### config.mk
export PLATFORM = sky130hd
export DESIGN_NAME = rps_match_scorer
export DESIGN_NICKNAME = d
export VERILOG_FILES = /design/src/rtl/rps_pkg.sv /design/src/rtl/rps_round_classifier.sv /design/src/rtl/rps_match_scorer.sv
export SDC_FILE = /design/constraint.sdc
export NUM_CORES = 1
export LEC_CHECK = 0
export CAP_MARGIN = 40
export CORE_ASPECT_RATIO = 1.1
export CORE_MARGIN = 3
export CORE_UTILIZATION = 50
export DETAILED_ROUTE_END_ITERATION = 10
export GPL_ROUTABILITY_DRIVEN = 0
export GPL_TIMING_DRIVEN = 1
export PLACE_DENSITY = 0.83
export SLEW_MARGIN = 0
export SYNTH_ARGS = -nofsm -noshare
export SYNTH_HDL_FRONTEND = slang
export SYNTH_HIERARCHICAL = 1
export SYNTH_SLANG_ARGS = --single-unit
### constraint.sdc
create_clock -name clk -period 2.35 [get_ports clk]
set_input_delay 0.235 -clock clk [delete_from_list [all_inputs] [get_ports clk]]
set_output_delay 0.235 -clock clk [all_outputs]
set_load 0.005 [all_outputs]
### src/rtl/rps_pkg.sv
// Shared encodings for the rock-paper-scissors match scorer: hands, round results,
// winner codes and the match FSM states.
package rps_pkg;

  localparam logic [1:0] ROCK     = 2'b00;
  localparam logic [1:0] PAPER    = 2'b01;
  localparam logic [1:0] SCISORS  = 2'b10;
  localparam logic [1:0] HAND_BAD = 2'b11;

  typedef enum logic [1:0] {
    RES_DRAW  = 2'b00,
    RES_A_WIN = 2'b01,
    RES_B_WIN = 2'b10,
    RES_ERROR = 2'b11
  } res_e;

  typedef enum logic [1:0] {
    WIN_NONE  = 2'b00,
    WIN_A     = 2'b01,
    WIN_B     = 2'b10,
    WIN_ABORT = 2'b11
  } winner_e;

  typedef enum logic [1:0] {
    IDLE = 2'b00,
    PLAY = 2'b01,
    DONE = 2'b10
  } state_e;

  function automatic logic hand_legal(input logic [1:0] h);
    return h != HAND_BAD;
  endfunction

endpackage

### src/rtl/rps_round_classifier.sv
// Maps one judged round to a result code; an illegal hand or judge error outranks
// a draw, which outranks the judge's win flag.
module rps_round_classifier
  import rps_pkg::*;
(
  input  logic [1:0] a,
  input  logic [1:0] b,
  input  logic       is_a_win,
  input  logic       is_error,
  output res_e       res
);

  always_comb begin
    res = RES_B_WIN;
    if (is_error || !hand_legal(a) || !hand_legal(b)) res = RES_ERROR;
    else if (a == b)                                  res = RES_DRAW;
    else if (is_a_win)                                res = RES_A_WIN;
  end

endmodule

### src/rtl/rps_match_scorer.sv
// Match-level scorer for judged RPS rounds: points, draws, errors, draw-streak abort.
// Define RPS_SCORER_HISTORY_EN to add a 16-bit shift register of recent round codes.
module rps_match_scorer
  import rps_pkg::*;
#(
  parameter int WIN_TARGET = 3,
  parameter int MAX_DRAWS  = 4,
  parameter int SCORE_W    = 4
) (
  input  logic               clk,
  input  logic               reset,
  input  logic               start,
  input  logic               round_valid,
  output logic               round_ready,
  input  logic [1:0]         A,
  input  logic [1:0]         B,
  input  logic               is_A_win,
  input  logic               is_error,
  output logic [SCORE_W-1:0] score_a,
  output logic [SCORE_W-1:0] score_b,
  output logic [SCORE_W-1:0] draw_count,
  output logic [SCORE_W-1:0] error_count,
  output logic               match_done,
  output logic [1:0]         winner
`ifdef RPS_SCORER_HISTORY_EN
  ,
  output logic [15:0]        history
`endif
);

  localparam int STREAK_W = $clog2(MAX_DRAWS + 1);
  localparam logic [SCORE_W-1:0]  WIN_T    = SCORE_W'(WIN_TARGET);
  localparam logic [STREAK_W-1:0] DRAW_LIM = STREAK_W'(MAX_DRAWS);

  state_e               state_q, state_d;
  winner_e              winner_q, winner_d;
  logic [SCORE_W-1:0]   score_a_q, score_a_d, score_b_q, score_b_d;
  logic [SCORE_W-1:0]   draw_q, draw_d, err_q, err_d;
  logic [STREAK_W-1:0]  streak_q, streak_d;
  logic                 ready_q, ready_d, done_q, done_d;
  logic                 accept;
  res_e                 res;
`ifdef RPS_SCORER_HISTORY_EN
  logic [15:0]          hist_q, hist_d;
`endif

  rps_round_classifier u_cls (
    .a        (A),
    .b        (B),
    .is_a_win (is_A_win),
    .is_error (is_error),
    .res      (res)
  );

  assign accept = round_valid && (state_q == PLAY);

  always_comb begin
    state_d   = state_q;
    winner_d  = winner_q;
    score_a_d = score_a_q;
    score_b_d = score_b_q;
    draw_d    = draw_q;
    err_d     = err_q;
    streak_d  = streak_q;
`ifdef RPS_SCORER_HISTORY_EN
    hist_d    = hist_q;
`endif
    // start takes precedence: a round offered alongside it is dropped
    if (start) begin
      state_d   = PLAY;
      winner_d  = WIN_NONE;
      score_a_d = '0;
      score_b_d = '0;
      draw_d    = '0;
      err_d     = '0;
      streak_d  = '0;
`ifdef RPS_SCORER_HISTORY_EN
      hist_d    = '0;
`endif
    end else if (accept) begin
`ifdef RPS_SCORER_HISTORY_EN
      hist_d = {hist_q[13:0], res};
`endif
      unique case (res)
        RES_ERROR: if (err_q != '1) err_d = err_q + 1'b1;
        RES_DRAW: begin
          if (draw_q != '1) draw_d = draw_q + 1'b1;
          streak_d = streak_q + 1'b1;
          if (streak_q + 1'b1 == DRAW_LIM) begin
            state_d  = DONE;
            winner_d = WIN_ABORT;
          end
        end
        RES_A_WIN: begin
          score_a_d = score_a_q + 1'b1;
          streak_d  = '0;
          if (score_a_q + 1'b1 == WIN_T) begin
            state_d  = DONE;
            winner_d = WIN_A;
          end
        end
        RES_B_WIN: begin
          score_b_d = score_b_q + 1'b1;
          streak_d  = '0;
          if (score_b_q + 1'b1 == WIN_T) begin
            state_d  = DONE;
            winner_d = WIN_B;
          end
        end
      endcase
    end
    // status flags follow the next state so they are flop outputs, not decodes
    ready_d = (state_d == PLAY);
    done_d  = (state_d == DONE);
  end

  always_ff @(posedge clk) begin
    if (reset) begin
      state_q   <= IDLE;
      winner_q  <= WIN_NONE;
      score_a_q <= '0;
      score_b_q <= '0;
      draw_q    <= '0;
      err_q     <= '0;
      streak_q  <= '0;
      ready_q   <= 1'b0;
      done_q    <= 1'b0;
`ifdef RPS_SCORER_HISTORY_EN
      hist_q    <= '0;
`endif
    end else begin
      state_q   <= state_d;
      winner_q  <= winner_d;
      score_a_q <= score_a_d;
      score_b_q <= score_b_d;
      draw_q    <= draw_d;
      err_q     <= err_d;
      streak_q  <= streak_d;
      ready_q   <= ready_d;
      done_q    <= done_d;
`ifdef RPS_SCORER_HISTORY_EN
      hist_q    <= hist_d;
`endif
    end
  end

  assign round_ready = ready_q;
  assign match_done  = done_q;
  assign winner      = winner_q;
  assign score_a     = score_a_q;
  assign score_b     = score_b_q;
  assign draw_count  = draw_q;
  assign error_count = err_q;
`ifdef RPS_SCORER_HISTORY_EN
  assign history     = hist_q;
`endif

endmodule

==> qor.yml, run 1 <==
met3_usage: 0.01860
die_h_um: 61.82
first_global_vias: 1199
grt_start_max_net_pins: 22
postSynthCellCount: 161
yosys_warnings: 6
fp.dieArea_um2: 3508
final_area_um2: 1897
yosysTopAreaCellShare: 0.3534
wl_per_cell_um: 13.34
ctsHoldBuffers: 0
timing.final.setup_violations: 0
cts-buffers-inserted: 3
fraction_of_power_spent_switching_nets: 0.2635
seq_area_um2: 500.5
combinational_family_with_the_most_area_after_synthesis: "simple AND/OR/NAND/NOR gates"
synth_async_sr_flop_share: 0
terminus_of_the_critical_flop_to_flop_path: "winner[1]"
crit_arrival_ns: 2.57
antenna_found_initial: 0
reg2reg_from: "score_a[1]"
drt_wl_total_mm: 3.081
hold_path.class: "input pin to register"
synth_flop_type: "sky130_fd_sc_hd__dfxtp_1"
gr-usage-met2: 0.3366
netlist_area_um2: 1416
areaGrowthSynthToFinish_pct: 33.92
avgSynthCellArea_um2: 8.797
cts_tree: "yes"
outcome: "finished clean"
power.share.sequential: 0.573
drtIter0Drc: 27
vdd.ir_drop.worst_v: 0.0003992
crit_path_end_kind: "register"
worst_clock_skew_ns: 0.005922
hpwl_mm: 2.337
post-route-drc-count: 0
grt_util_all_layers: 0.1680
ys_seq_area_frac: 0.3534
synth.lib_cells_used.distinct: 42
multi_input_gate_area_um2: 920.9
synth_fa_ha_area_frac: 0.1325
switchingPower_w: 0.0001989
final_common_cell: "sky130_fd_sc_hd__clkdlybuf4s50_1"
fill_cells: 196
num_rows: 19
required_ns: 2.61
placed_cell_area_um2: 1790
path_class: "input pin to register"
min_period_ns: 2.312
die_w_um: 56.75
share_of_the_synthesized_area_in_compound_gates_ao_oa_aoi_oai: 0.1564
worst_pin_slew_ns: 0.4183
synth.net_count: 186
initial_core_util: 0.5466
crit_start: "B[1]"
worstSetupEndpoint: "streak_q[2]"
postRouteAntennaNets: 0
cts.htree.levels: 1
ioPinCount: 30
timing.critical_path.fanout_max: 4
cell_internal_pwr_w: 0.0005561
timing.final.ws_setup_ns: 0.03845
buffer_ports.inserted: 29
cts_root_buffer: "sky130_fd_sc_hd__clkbuf_4"
clock_insertion_delay_at_the_later_pin_of_the_skew_report_ns: 0.32
coreArea_um2: 2591
synth-edff-count: 0
maxClockFrequency_ghz: 0.4326
r2r_slack_ns: 0.50
cts.clk_slew.worst_paths_ns: 0.14
synth_top_cells_by_area: "sky130_fd_sc_hd__dfxtp_1 35%, sky130_fd_sc_hd__ha_1 13%, sky130_fd_sc_hd__nor2_1 6.6%, sky130_fd_sc_hd__xor2_1 4.9%, sky130_fd_sc_hd__xnor2_1 3.1%"
setup.worst_path.start_class: "input pin"
layout-drive-gt1-share: 0.1750
min_period_over_period: 0.9836
number_of_vias_per_cell_after_detailed_routing: 5.481
wire_length_of_the_first_global_routing_pass_mm: 4.719
timing_max_transition_violations_final: 0
first_pass_iters: 4
top_usage_layer: "met2"
final_hold_viol_count: 0
power-per-cell-area_nw_per_um2: 398.0
max_cap_viol_count: 0
timing.max_slew.rel_slack: 0.7211
global_route.usage.met1: 0.1763
p_leak_nw: 0.7569
cts-root-to-sink-buffers: 2
synth_simple_gate_area_share: 0.2288
clkSinkCount: 25
post_synth_xor_area_fraction: 0.08039
pwr-share-comb: 0.168
portion_of_netlist_area_occupied_by_mux_cells: 0.01413
most_frequent_cells_in_the_layout: "26 x sky130_fd_sc_hd__clkdlybuf4s50_1, 25 x sky130_fd_sc_hd__dfxtp_1, 24 x sky130_fd_sc_hd__nor2_1"
ys_ff_latch: 25
place_ws_ns: -0.3504
overflow_after_grt: 0
antenna_cells_inserted: 0
final_net_count: 226
depth_of_the_worst_register_to_register_path: 7
synthDominantAreaCellType: "sky130_fd_sc_hd__dfxtp_1"
route.vias.total: 1266
clockPowerShare: 0.259
## critical path: stages
cell	delay [ns]
sky130_fd_sc_hd__clkdlybuf4s50_1	0.55
sky130_fd_sc_hd__nand2_1	0.11
sky130_fd_sc_hd__nor4_4	0.29
sky130_fd_sc_hd__a221oi_2	0.10
sky130_fd_sc_hd__ha_2	0.22
sky130_fd_sc_hd__nor2_2	0.12
sky130_fd_sc_hd__nand3_1	0.11
sky130_fd_sc_hd__or4b_2	0.67
sky130_fd_sc_hd__a21oi_2	0.16
## cells by family after synthesis
kind of cell / after synthesis
AND/OR/NAND/NOR: 63
buffers and inverters: 13
multiplexers: 2
flip-flops: 25
AO/OA/AOI/OAI: 30
XOR/XNOR: 13
adder cells (fa/ha/maj): 15
## final cells by class
cell class                      count  area share
Multi-Input combinational cell    123      0.4855
Timing Repair Buffer               39      0.1966
Inverter                            9     0.01781
Sequential cell                    25      0.2639
Clock inverter                      1    0.003958
Clock buffer                        3     0.01187
Tap cell                           31     0.02045
## per-layer routing
metal	wire length [um]	vias up
met5	0	-
met4	40	0
met3	93	4
met2	1649	23
met1	1299	598
li1	-	641
## metrics by stage
step                  util  std cells  total power [W]  TNS [ns]  hold WS (ns)
CTS                 0.7084        231        0.0007494         0        0.5313
finish              0.7320        231        0.0007550         0        0.5380
global route        0.7320        231        0.0007914  -0.08302        0.5576
floorplan                -        161        0.0005007         0        0.3041
detailed placement  0.6910        225        0.0005529    -2.575        0.5196
global placement    0.6910        225        0.0005485    -1.011        0.4785
## registers in the layout (all words and copies together), names as in the netlist
signal / count
winner: 2
score_a: 4
error_count: 4
round_ready: 1
score_b: 4
streak_q: 3
state_q: 2
draw_count: 4
match_done: 1
## synthesized netlist by cell type (all sizes together), types with 3 or more instances
library cell,number
nand4,4
dfxtp,25
o21ai,4
inv,9
a21oi,8
nand2,8
ha,15
and2,3
nand3,7
xnor2,5
clkbuf,4
and3,4
nor2,26
xor2,8
## how the worst min path moves through the flow
| stage | startpoint | end | slack, ns | cells past startpoint |
|---|---|---|---|---|
| 4_1_cts | start | state_q[0] | 0.53 | 3 |
| 3_3_place_gp | streak_q[2] | streak_q[2] | 0.48 | 2 |
| 6_report | start | state_q[0] | 0.54 | 3 |
| 2_1_floorplan | reset | state_q[0] | 0.30 | 1 |
| 5_1_grt | start | state_q[0] | 0.56 | 3 |
| 3_5_place_dp | streak_q[1] | streak_q[1] | 0.52 | 2 |
## power by group through the flow
stage,sequential (W),combinational [W],clock [W]
final,0.000433,0.000127,0.000196
after global routing,0.000434,0.000139,0.000219
after CTS,0.000433,0.000116,0.000201
after detailed placement,0.000442,0.000111,0
after global placement,0.000442,0.000107,0
after floorplan,0.000441,0.0000592,0
## timing repair
| action | CTS | global route |
|---|---|---|
| resized for setup | 0 | 14 |
| setup buffers | 2 | 0 |
| endpoints found under the setup margin | 2 | 7 |
| pin swaps | 1 | 3 |
Note: power is estimated with default switching activity, not from simulation.
==> run 2, diff against run 1 <==
- CORE_MARGIN: 3 -> 5
- GPL_TIMING_DRIVEN: 1 -> 0
- SKIP_CTS_REPAIR_TIMING: unset -> 1
==> run 2 against run 1 <==
  * Critical path depth up 1
  * Register-to-register slack about the same
  * Worst setup slack better by 0.042 ns
  * Sequential power about the same
  * Worst hold slack worse by 0.017 ns
  * Maximum frequency up 1.8%
  * Routed wire length up 4.2%
  * Non-clock buffer count down 3
  * Power down 1.2%
  * Clock-buffer cell count unchanged
  * Sequential share of layout area up 0.48 points
  * Critical path type unchanged
==> qor.yml, run 2 (same netlist as run 1, synthesis figures left out) <==
coreArea_um2: 2753  # +6.2%
areaGrowthSynthToFinish_pct: 31.54
worst_clock_skew_ns: 0.006869  # +0.0009462 ns
wl_per_cell_um: 13.96  # +4.7%
timing.critical_path.fanout_max: 5  # +1
report.power.total_w: 0.0007458  # -1.2%
wire_length_of_the_first_global_routing_pass_mm: 5.181  # +9.8%
p_leak_nw: 0.7477  # -1.2%
cts_tree: "yes"
first_global_vias: 1234  # +2.9%
hold_path.class: "register to register"
timing.final.setup_violations: 0  # unchanged
most_frequent_cells_in_the_layout: "25 x sky130_fd_sc_hd__dfxtp_1, 24 x sky130_fd_sc_hd__nor2_1, 24 x sky130_fd_sc_hd__clkdlybuf4s50_1"
clkSinkCount: 25  # unchanged
ioPinCount: 30  # unchanged
final_hold_viol_count: 0  # unchanged
path_class: "input pin to register"
antenna_cells_inserted: 0  # unchanged
initial_core_util: 0.5145  # -0.03205
first_pass_iters: 4  # unchanged
number_of_vias_per_cell_after_detailed_routing: 5.539  # +1.1%
outcome: "finished clean"
timing_max_transition_violations_final: 0  # unchanged
antenna_found_initial: 0  # unchanged
final_common_cell: "sky130_fd_sc_hd__dfxtp_1"
maxClockFrequency_ghz: 0.4406  # +1.8%
hpwl_mm: 2.474  # +5.9%
crit_path_end_kind: "register"
cts-buffers-inserted: 3  # unchanged
clock_insertion_delay_at_the_later_pin_of_the_skew_report_ns: 0.32  # about the same
buffer_ports.inserted: 29  # unchanged
drt_wl_total_mm: 3.211  # +4.2%
cts.clk_slew.worst_paths_ns: 0.14  # about the same
postRouteAntennaNets: 0  # unchanged
die_h_um: 65.82  # +6.5%
route.vias.total: 1274  # +0.63%
worst_pin_slew_ns: 0.5130  # +0.09471 ns
worst-path-buf-inv: 3  # +2
layout-drive-gt1-share: 0.1218  # -0.05317
crit_top_cell: "sky130_fd_sc_hd__inv_1"
cts-root-to-sink-buffers: 2  # unchanged
grt_setup_unrepaired: "false"
post-route-drc-count: 0  # unchanged
power-per-cell-area_nw_per_um2: 400.3  # +0.57%
setup_total_negative_slack_ns: 0  # unchanged
grt_util_all_layers: 0.1663  # -0.001726
drtIter0Drc: 75  # +180%
min_delay_path_depth: 2  # -1
fp.dieArea_um2: 3998  # +14%
crit_path_cell_trace: "clkdlybuf4s50_1 > nor2b_1 > a221oi_4 > inv_1 > ha_1 > inv_1 > o211ai_1 > a211o_1 > o21ba_1 > a211oi_1"
cts.htree.levels: 1  # unchanged
timing.max_slew.rel_slack: 0.6580  # -0.06314
overflow_after_grt: 0  # unchanged
required_ns: 2.59  # -0.02 ns
final_net_count: 223  # -1.3%
worst_path_max_delay_cell: "sky130_fd_sc_hd__clkdlybuf4s50_1"
setup.worst_path.start_class: "input pin"
crit_arrival_ns: 2.51  # -0.06 ns
grt_start_max_net_pins: 15  # -32%
die_w_um: 60.75  # +7.0%
vdd.ir_drop.worst_v: 0.0003271  # -18%
fill_cells: 229  # +17%
min_period_ns: 2.270  # -0.04196 ns
cts_root_buffer: "sky130_fd_sc_hd__clkbuf_4"
path_depth: 10  # +1
slowest_delay_ns: 0.42  # -0.25 ns
max_cap_viol_count: 0  # unchanged
family_of_cells_with_the_greatest_summed_delay_on_the_critical_path: "compound AO/OA/AOI/OAI gates"
num_rows: 20  # +1
depth_of_the_worst_register_to_register_path: 7  # unchanged
min_period_over_period: 0.9658  # -0.01785
## run 2: cell types whose count changed in the layout (fill, tap and decap cells not counted), sizes merged
cell	change
dlymetal6s2s	+2
clkdlybuf4s50	-2
clkinv	+1
buf	-7
clkinvlp	-1
clkbuf	+4
## run 2: tightest hold or removal path, delay by kind of cell, from the launching register on
kind | cells | cell delay (ns)
compound gates | 2 | 0.14
flops | 1 | 0.35
## run 2: cell type report
type | instances | area (um^2) | area share
inverter | 9 | 33.78 | 0.01813
multi-input combinational | 123 | 919.6 | 0.4936
buffer | 4 | 15.01 | 0.008059
timing repair buffer | 32 | 325.3 | 0.1746
clock inverter | 1 | 5.005 | 0.002686
tap | 33 | 41.29 | 0.02216
sequential | 25 | 500.5 | 0.2686
clock buffer | 3 | 22.52 | 0.01209
## run 2: final timing paths
path	startpoint	end	slack, ns
worst min-delay path	streak_q[2]	streak_q[2]	0.52
worst max register to register	score_b[1]	winner[1]	0.51
worst max-delay path	is_A_win	winner[1]	0.08
worst min register to register	streak_q[2]	streak_q[2]	0.52
## run 2: routing by layer
| layer | up-vias | GRT usage | share of wire |
|---|---|---|---|
| met3 | 5 | 0.01172 | 0.038 |
| met2 | 33 | 0.3155 | 0.57 |
| met5 | - | 0 | 0 |
| li1 | 630 | - | - |
| met4 | 0 | 0.07046 | 0.016 |
| met1 | 606 | 0.1823 | 0.38 |
## run 2: per-stage QoR
stage          worst slack [ns]  instance area [um^2]  hold WS (ns)  std cells    util
6_report                0.08040                  1863        0.5211        230  0.6768
5_1_grt                 0.02599                  1863        0.5303        230  0.6768
4_1_cts                 -0.1116                  1775        0.5141        227  0.6450
3_5_place_dp            -0.4580                  1748        0.4958        223  0.6350
3_3_place_gp            -0.3259                  1748        0.4767        223  0.6350
2_1_floorplan            0.2855                  1416        0.3041        161       -
## run 2: power breakdown
part | leakage [nW] | switching, W | internal (W)
clock network | 0.0177 | 0.000128 | 0.0000639
registers | 0.202 | 0.00000410 | 0.000429
logic | 0.528 | 0.0000664 | 0.0000545
total | 0.748 | 0.000199 | 0.000547
